File: src/rtl/fb_pkg.sv
// Shared definitions for the frame-buffer write path.
// Contents:
//   FB_WIDTH / FB_HEIGHT   buffer geometry in pixels (240 x 320)
//   FB_DEPTH               number of pixel words in the buffer (76800)
//   FB_ADDR_W              BRAM address width (17 bits covers 0..76799)
//   PIX_W                  pixel width, RGB565
//   COL_W / ROW_W          counter widths; COL_W must hold FB_WIDTH itself
//                          because the column counter saturates there
//   fb_wr_state_t          write-side FSM states
package fb_pkg;

  localparam int unsigned FB_WIDTH  = 240;
  localparam int unsigned FB_HEIGHT = 320;
  localparam int unsigned FB_DEPTH  = FB_WIDTH * FB_HEIGHT;
  localparam int unsigned FB_ADDR_W = 17;
  localparam int unsigned PIX_W     = 16;
  localparam int unsigned COL_W     = 8;
  localparam int unsigned ROW_W     = 9;

  typedef enum logic [1:0] {
    WR_IDLE    = 2'd0,
    WR_CAPTURE = 2'd1,
    WR_DONE    = 2'd2
  } fb_wr_state_t;

endpackage

File: src/rtl/frame_buffer_writer.sv
// Write side of the 240x320 RGB565 frame buffer.
// Takes the reconstructed camera pixel stream, tracks column and row, crops
// anything outside the buffer and drives BRAM port A. The buffer is laid out
// row-major: addr = col + FB_WIDTH*row.
// Ports:
//   clk_in          system clock
//   rst_in          synchronous, active-high reset
//   capture_en_in   sampled on frame_start_in; 0 leaves the buffer untouched
//   frame_start_in  1-cycle pulse on the first cycle of a camera frame
//   line_end_in     1-cycle pulse after the last pixel of a line
//   pixel_valid_in  pixel_in carries a pixel this cycle
//   pixel_in        pixel data
//   pixel_addr_out  BRAM write address (registered)
//   pixel_out       BRAM write data (registered)
//   we_out          BRAM write enable (registered, 1 cycle after the pixel)
//   frame_done_out  1-cycle pulse when the last buffer row has been written
//   busy_out        high while capturing a frame
module frame_buffer_writer
  import fb_pkg::*;
(
  input  logic                 clk_in,
  input  logic                 rst_in,
  input  logic                 capture_en_in,
  input  logic                 frame_start_in,
  input  logic                 line_end_in,
  input  logic                 pixel_valid_in,
  input  logic [PIX_W-1:0]     pixel_in,
  output logic [FB_ADDR_W-1:0] pixel_addr_out,
  output logic [PIX_W-1:0]     pixel_out,
  output logic                 we_out,
  output logic                 frame_done_out,
  output logic                 busy_out
);

  localparam logic [COL_W-1:0]     COL_ZERO    = COL_W'(0);
  localparam logic [COL_W-1:0]     COL_ONE     = COL_W'(1);
  localparam logic [COL_W-1:0]     COL_LIMIT   = COL_W'(FB_WIDTH);
  localparam logic [ROW_W-1:0]     ROW_ZERO    = ROW_W'(0);
  localparam logic [ROW_W-1:0]     ROW_ONE     = ROW_W'(1);
  localparam logic [ROW_W-1:0]     ROW_LAST    = ROW_W'(FB_HEIGHT - 1);
  localparam logic [FB_ADDR_W-1:0] ADDR_ZERO   = FB_ADDR_W'(0);
  localparam logic [FB_ADDR_W-1:0] LINE_STRIDE = FB_ADDR_W'(FB_WIDTH);
  localparam logic [PIX_W-1:0]     PIX_ZERO    = PIX_W'(0);

  fb_wr_state_t         state_r, state_next_s;
  logic [COL_W-1:0]     col_r, col_next_s;
  logic [ROW_W-1:0]     row_r, row_next_s;
  // row_base_r = FB_WIDTH*row_r, kept by accumulation so no multiplier is needed
  logic [FB_ADDR_W-1:0] row_base_r, row_base_next_s;

  logic                 wr_en_s;
  logic [FB_ADDR_W-1:0] wr_addr_s;
  logic                 done_s;

  logic [FB_ADDR_W-1:0] addr_r;
  logic [PIX_W-1:0]     pix_r;
  logic                 we_r;
  logic                 done_r;
  logic                 busy_r;

  // Next-state, counter update and write-request decode
  always_comb begin
    state_next_s    = state_r;
    col_next_s      = col_r;
    row_next_s      = row_r;
    row_base_next_s = row_base_r;
    wr_en_s         = 1'b0;
    wr_addr_s       = row_base_r + {{(FB_ADDR_W-COL_W){1'b0}}, col_r};
    done_s          = 1'b0;

    if (frame_start_in) begin
      // frame_start overrides everything, including a coincident line_end,
      // and silently aborts a frame in progress (no done pulse).
      col_next_s      = COL_ZERO;
      row_next_s      = ROW_ZERO;
      row_base_next_s = ADDR_ZERO;
      if (capture_en_in) begin
        state_next_s = WR_CAPTURE;
        if (pixel_valid_in) begin
          // A coincident pixel is pixel 0 of the new frame.
          wr_en_s    = 1'b1;
          wr_addr_s  = ADDR_ZERO;
          col_next_s = COL_ONE;
        end else begin
          wr_en_s = 1'b0;
        end
      end else begin
        state_next_s = WR_IDLE;
      end
    end else begin
      case (state_r)
        WR_IDLE: begin
          state_next_s = WR_IDLE;
        end
        WR_CAPTURE: begin
          // col saturates at FB_WIDTH so cropped pixels never wrap into the next row.
          if (pixel_valid_in && (col_r < COL_LIMIT)) begin
            wr_en_s    = 1'b1;
            col_next_s = col_r + COL_ONE;
          end else begin
            wr_en_s = 1'b0;
          end
          // line_end is evaluated after the pixel: a same-cycle pixel lands on the old row.
          if (line_end_in) begin
            if (row_r == ROW_LAST) begin
              state_next_s    = WR_DONE;
              done_s          = 1'b1;
              col_next_s      = COL_ZERO;
              row_next_s      = ROW_ZERO;
              row_base_next_s = ADDR_ZERO;
            end else begin
              col_next_s      = COL_ZERO;
              row_next_s      = row_r + ROW_ONE;
              row_base_next_s = row_base_r + LINE_STRIDE;
            end
          end else begin
            row_next_s = row_r;
          end
        end
        WR_DONE: begin
          state_next_s = WR_IDLE;
        end
        default: begin
          state_next_s    = WR_IDLE;
          col_next_s      = COL_ZERO;
          row_next_s      = ROW_ZERO;
          row_base_next_s = ADDR_ZERO;
        end
      endcase
    end
  end

  // FSM state and position counters
  always_ff @(posedge clk_in) begin
    if (rst_in) begin
      state_r    <= WR_IDLE;
      col_r      <= COL_ZERO;
      row_r      <= ROW_ZERO;
      row_base_r <= ADDR_ZERO;
    end else begin
      state_r    <= state_next_s;
      col_r      <= col_next_s;
      row_r      <= row_next_s;
      row_base_r <= row_base_next_s;
    end
  end

  // Output register stage: one cycle from accepted pixel to BRAM write
  always_ff @(posedge clk_in) begin
    if (rst_in) begin
      addr_r <= ADDR_ZERO;
      pix_r  <= PIX_ZERO;
      we_r   <= 1'b0;
      done_r <= 1'b0;
      busy_r <= 1'b0;
    end else begin
      we_r   <= wr_en_s;
      done_r <= done_s;
      busy_r <= (state_next_s == WR_CAPTURE);
      // Address/data only move on a write to avoid needless BRAM-port toggling.
      if (wr_en_s) begin
        addr_r <= wr_addr_s;
        pix_r  <= pixel_in;
      end else begin
        addr_r <= addr_r;
        pix_r  <= pix_r;
      end
    end
  end

  assign pixel_addr_out = addr_r;
  assign pixel_out      = pix_r;
  assign we_out         = we_r;
  assign frame_done_out = done_r;
  assign busy_out       = busy_r;

endmodule

File: config.mk
export PLATFORM = sky130hd
export DESIGN_NAME = frame_buffer_writer
export DESIGN_NICKNAME = d
export VERILOG_FILES = /design/src/rtl/fb_pkg.sv /design/src/rtl/frame_buffer_writer.sv
export SDC_FILE = /design/constraint.sdc
export NUM_CORES = 1
export LEC_CHECK = 0
export ABC_AREA = 1
export CORE_AREA = 2 2 117 130
export CTS_CLUSTER_SIZE = 25
export DETAILED_ROUTE_END_ITERATION = 6
export DIE_AREA = 0 0 119 132
export PLACE_DENSITY = 0.4
export SLEW_MARGIN = 40
export SYNTH_ARGS = -nofsm -noshare
export SYNTH_HDL_FRONTEND = slang
export SYNTH_SLANG_ARGS = --single-unit
File: constraint.sdc
create_clock -name clk_in -period 1.7 [get_ports clk_in]
set_clock_uncertainty 0.15 [all_clocks]
set_input_delay 0.17 -clock clk_in [delete_from_list [all_inputs] [get_ports clk_in]]
set_output_delay 0.17 -clock clk_in [all_outputs]
set_load 0.05 [all_outputs]
==> reports/qor.txt <==
RSZ-0062 raised after global routing - yes
Hold buffers post-CTS - 0
CP required - 1820 ps
Port bufs - 57
Sequential share of the synthesized area - 41.89%
Worst Path Max Fanout - 3
Avg Vias per Cell - 4.218
Largest net degree at the start of global routing - 22
Setup violators final - 0
Fmax achieved - 628.3 MHz
Reg2reg start - row_base_r[5]
Setup TNS Final - 0 ps
Cell Area, Synth - 0.003249 mm²
Setup bufs post-CTS - 0
Filler cells - 1506
CTS max path bufs - 2
Synth area leaders - dfxtp_1 (42%), nand2_1 (14%), a21oi_1 (7.4%)
Wire length of the first global-routing pass - 15060 µm
Critical Path AT - 1710 ps
Final hold viol count - 0
Top-area cell type share of the netlist area - 41.89%
Yosys cell types - 29
Final worst path period share - 93.62%
# diodes - 0
Crit path kind - flop to flop
Core footprint - 0.01433 mm²
Drt first-iter violations - 136
Worst vdd ir - 411.1 µV
Commonest non-fill, non-tap cell in the layout - nand2_1
Worst setup EP type - flop
CTS root buf - clkbuf_16
Mapped Cells - 472
R2R depth - 10
Final hold slack - 271.7 ps
Detailed placement HPWL - 6759 µm
Worst Hold Path Cells - 3
Final WL - 8960 µm
Num CTS Buffers - 9
Clk Latency, worst-skew pair - 340 ps
CTS clk-pin slew, worst paths - 60 ps
Tot GR Track Use - 11.87%
Yosys reg bits - 68
HP Class - input pin to flop
Max-slew headroom - 67.05%
Net Count, Synth - 501
Synth Area per Inst - 6.884 µm²
Worst-Margin Slew - 493.7 ps
Vias in the first global route - 3148
Row Count - 46
Cell Pwr Density - 913.4 mW/mm²
Nets@finish - 595
CTS tree - done
CTS sink cnt - 68
Gr ovfl total - 0
Antenna Nets Post-Route - 0
Most frequent cells in the layout - nand2_1 (117), buf_4 (76), dfxtp_1 (62)
I/O pins - 58
CP startpoint kind - flop
Final Core Density - 32.48%
Total Die Area - 0.01571 mm²
Layout cell share with drive strength beyond 1 - 22.07%
Final Max Tran Viols - 0
HP Start - pixel_in[3]
Status - complete, no violations
Critical Path Source - row_base_r[5]
Tmin final - 1591 ps
Pleak - 1.916 nW
Synth-to-layout area growth - 43.24%
Max capacitance violation total - 0
Die width - 119 µm
Total power - 4.251 mW
Die height - 132 µm
DRC - 0
Initial core utilization - 22.67%
Synth area leader - dfxtp_1
GP Congestion - 0.7842
Drt wl/cell - 11.74 µm
Antenna violations before repair - 0
Warning count from the yosys run - 0
CTS H-tree lvls - 3
Vias - 3218
Drt pass-1 iters - 4
==> layout make-up <==
class                      count  area [µm²]  area share [%]
clock buffer                  12       256.5           5.511
timing repair buffer         100       840.8           18.06
clock inverter                 4       95.09           2.043
tap                          192       240.2           5.161
multi-input combinational    339        1670           35.89
inverter                      48       182.7           3.925
sequential                    68        1369           29.41
==> kinds of logic (layout without fill, tap and decap cells) <==
kind of cell,count (synthesis),in the layout,share of synthesized area [%]
buffers and inverters,65,164,8.741
and+or+nand+nor,245,245,32.54
adders and majority gates,7,7,2.695
DFF,68,68,41.89
AOI/OAI and AO/OA,82,82,12.78
xor gates and xnor gates,5,5,1.348
==> sequential cells by signal, indices dropped and copies added (netlist names) <==
name	flops
frame_done_out	1
row_r	9
row_base_r	13
pixel_addr_out	17
state_r	2
we_out	1
col_r	8
busy_out	1
pixel_out	16
==> repair_timing <==
item / in CTS / in global routing
gates resized for setup: 1 / 26
pin swaps: 0 / 5
endpoints found under the setup margin: 1 / 29
==> final timing paths <==
path / slack (ps) / end
hold reg to reg: 310 / pixel_addr_out[3]
hold / removal: 270 / pixel_out[3]
setup reg to reg: 110 / pixel_addr_out[16]
setup / recovery: 110 / pixel_addr_out[16]
==> worst max-delay path, stage by stage, from the launching register on <==
cell	delay, ps
dfxtp_2	330
ha_4	260
nand2_1	60
nand2_2	80
buf_4	130
nand3_2	80
nand2_2	90
nand2_1	80
nand2_1	60
nand3_1	60
a21oi_1	140
==> cells in the mapped netlist, drive strengths merged <==
cell,n
nand2,124
dfxtp,68
nor2,58
a21oi,48
inv,48
nand3,42
o21ai,33
buf,9
clkbuf,8
nand4,8
nor3,8
ha,7
xor2,5
nor4,2
nand3b,1
nor3b,1
o22ai,1
or2,1
==> report_power, final <==
part	switching (mW)	internal (mW)
sequential	0.0193	1.63
combinational	0.244	0.155
clock	0.693	1.51
==> through the flow <==
stage	cell area [µm²]	std cells	setup slack, ps
detailed placement	4229	747	-140.1
finish	4654	763	108.5
CTS	4583	763	32.62
global placement	4229	747	-104.4
global route	4654	763	-33.86
floorplan	3249	472	39.02
==> metal layers <==
layer | GRT usage (%) | vias up | share of wire, %
li1 | - | 1718 | -
met1 | 14.57 | 1411 | 47
met2 | 19.19 | 74 | 46
met3 | 2.682 | 15 | 4.3
met4 | 6.481 | 0 | 2.7
met5 | 0 | - | 0
(Power assumes the default switching activity.)
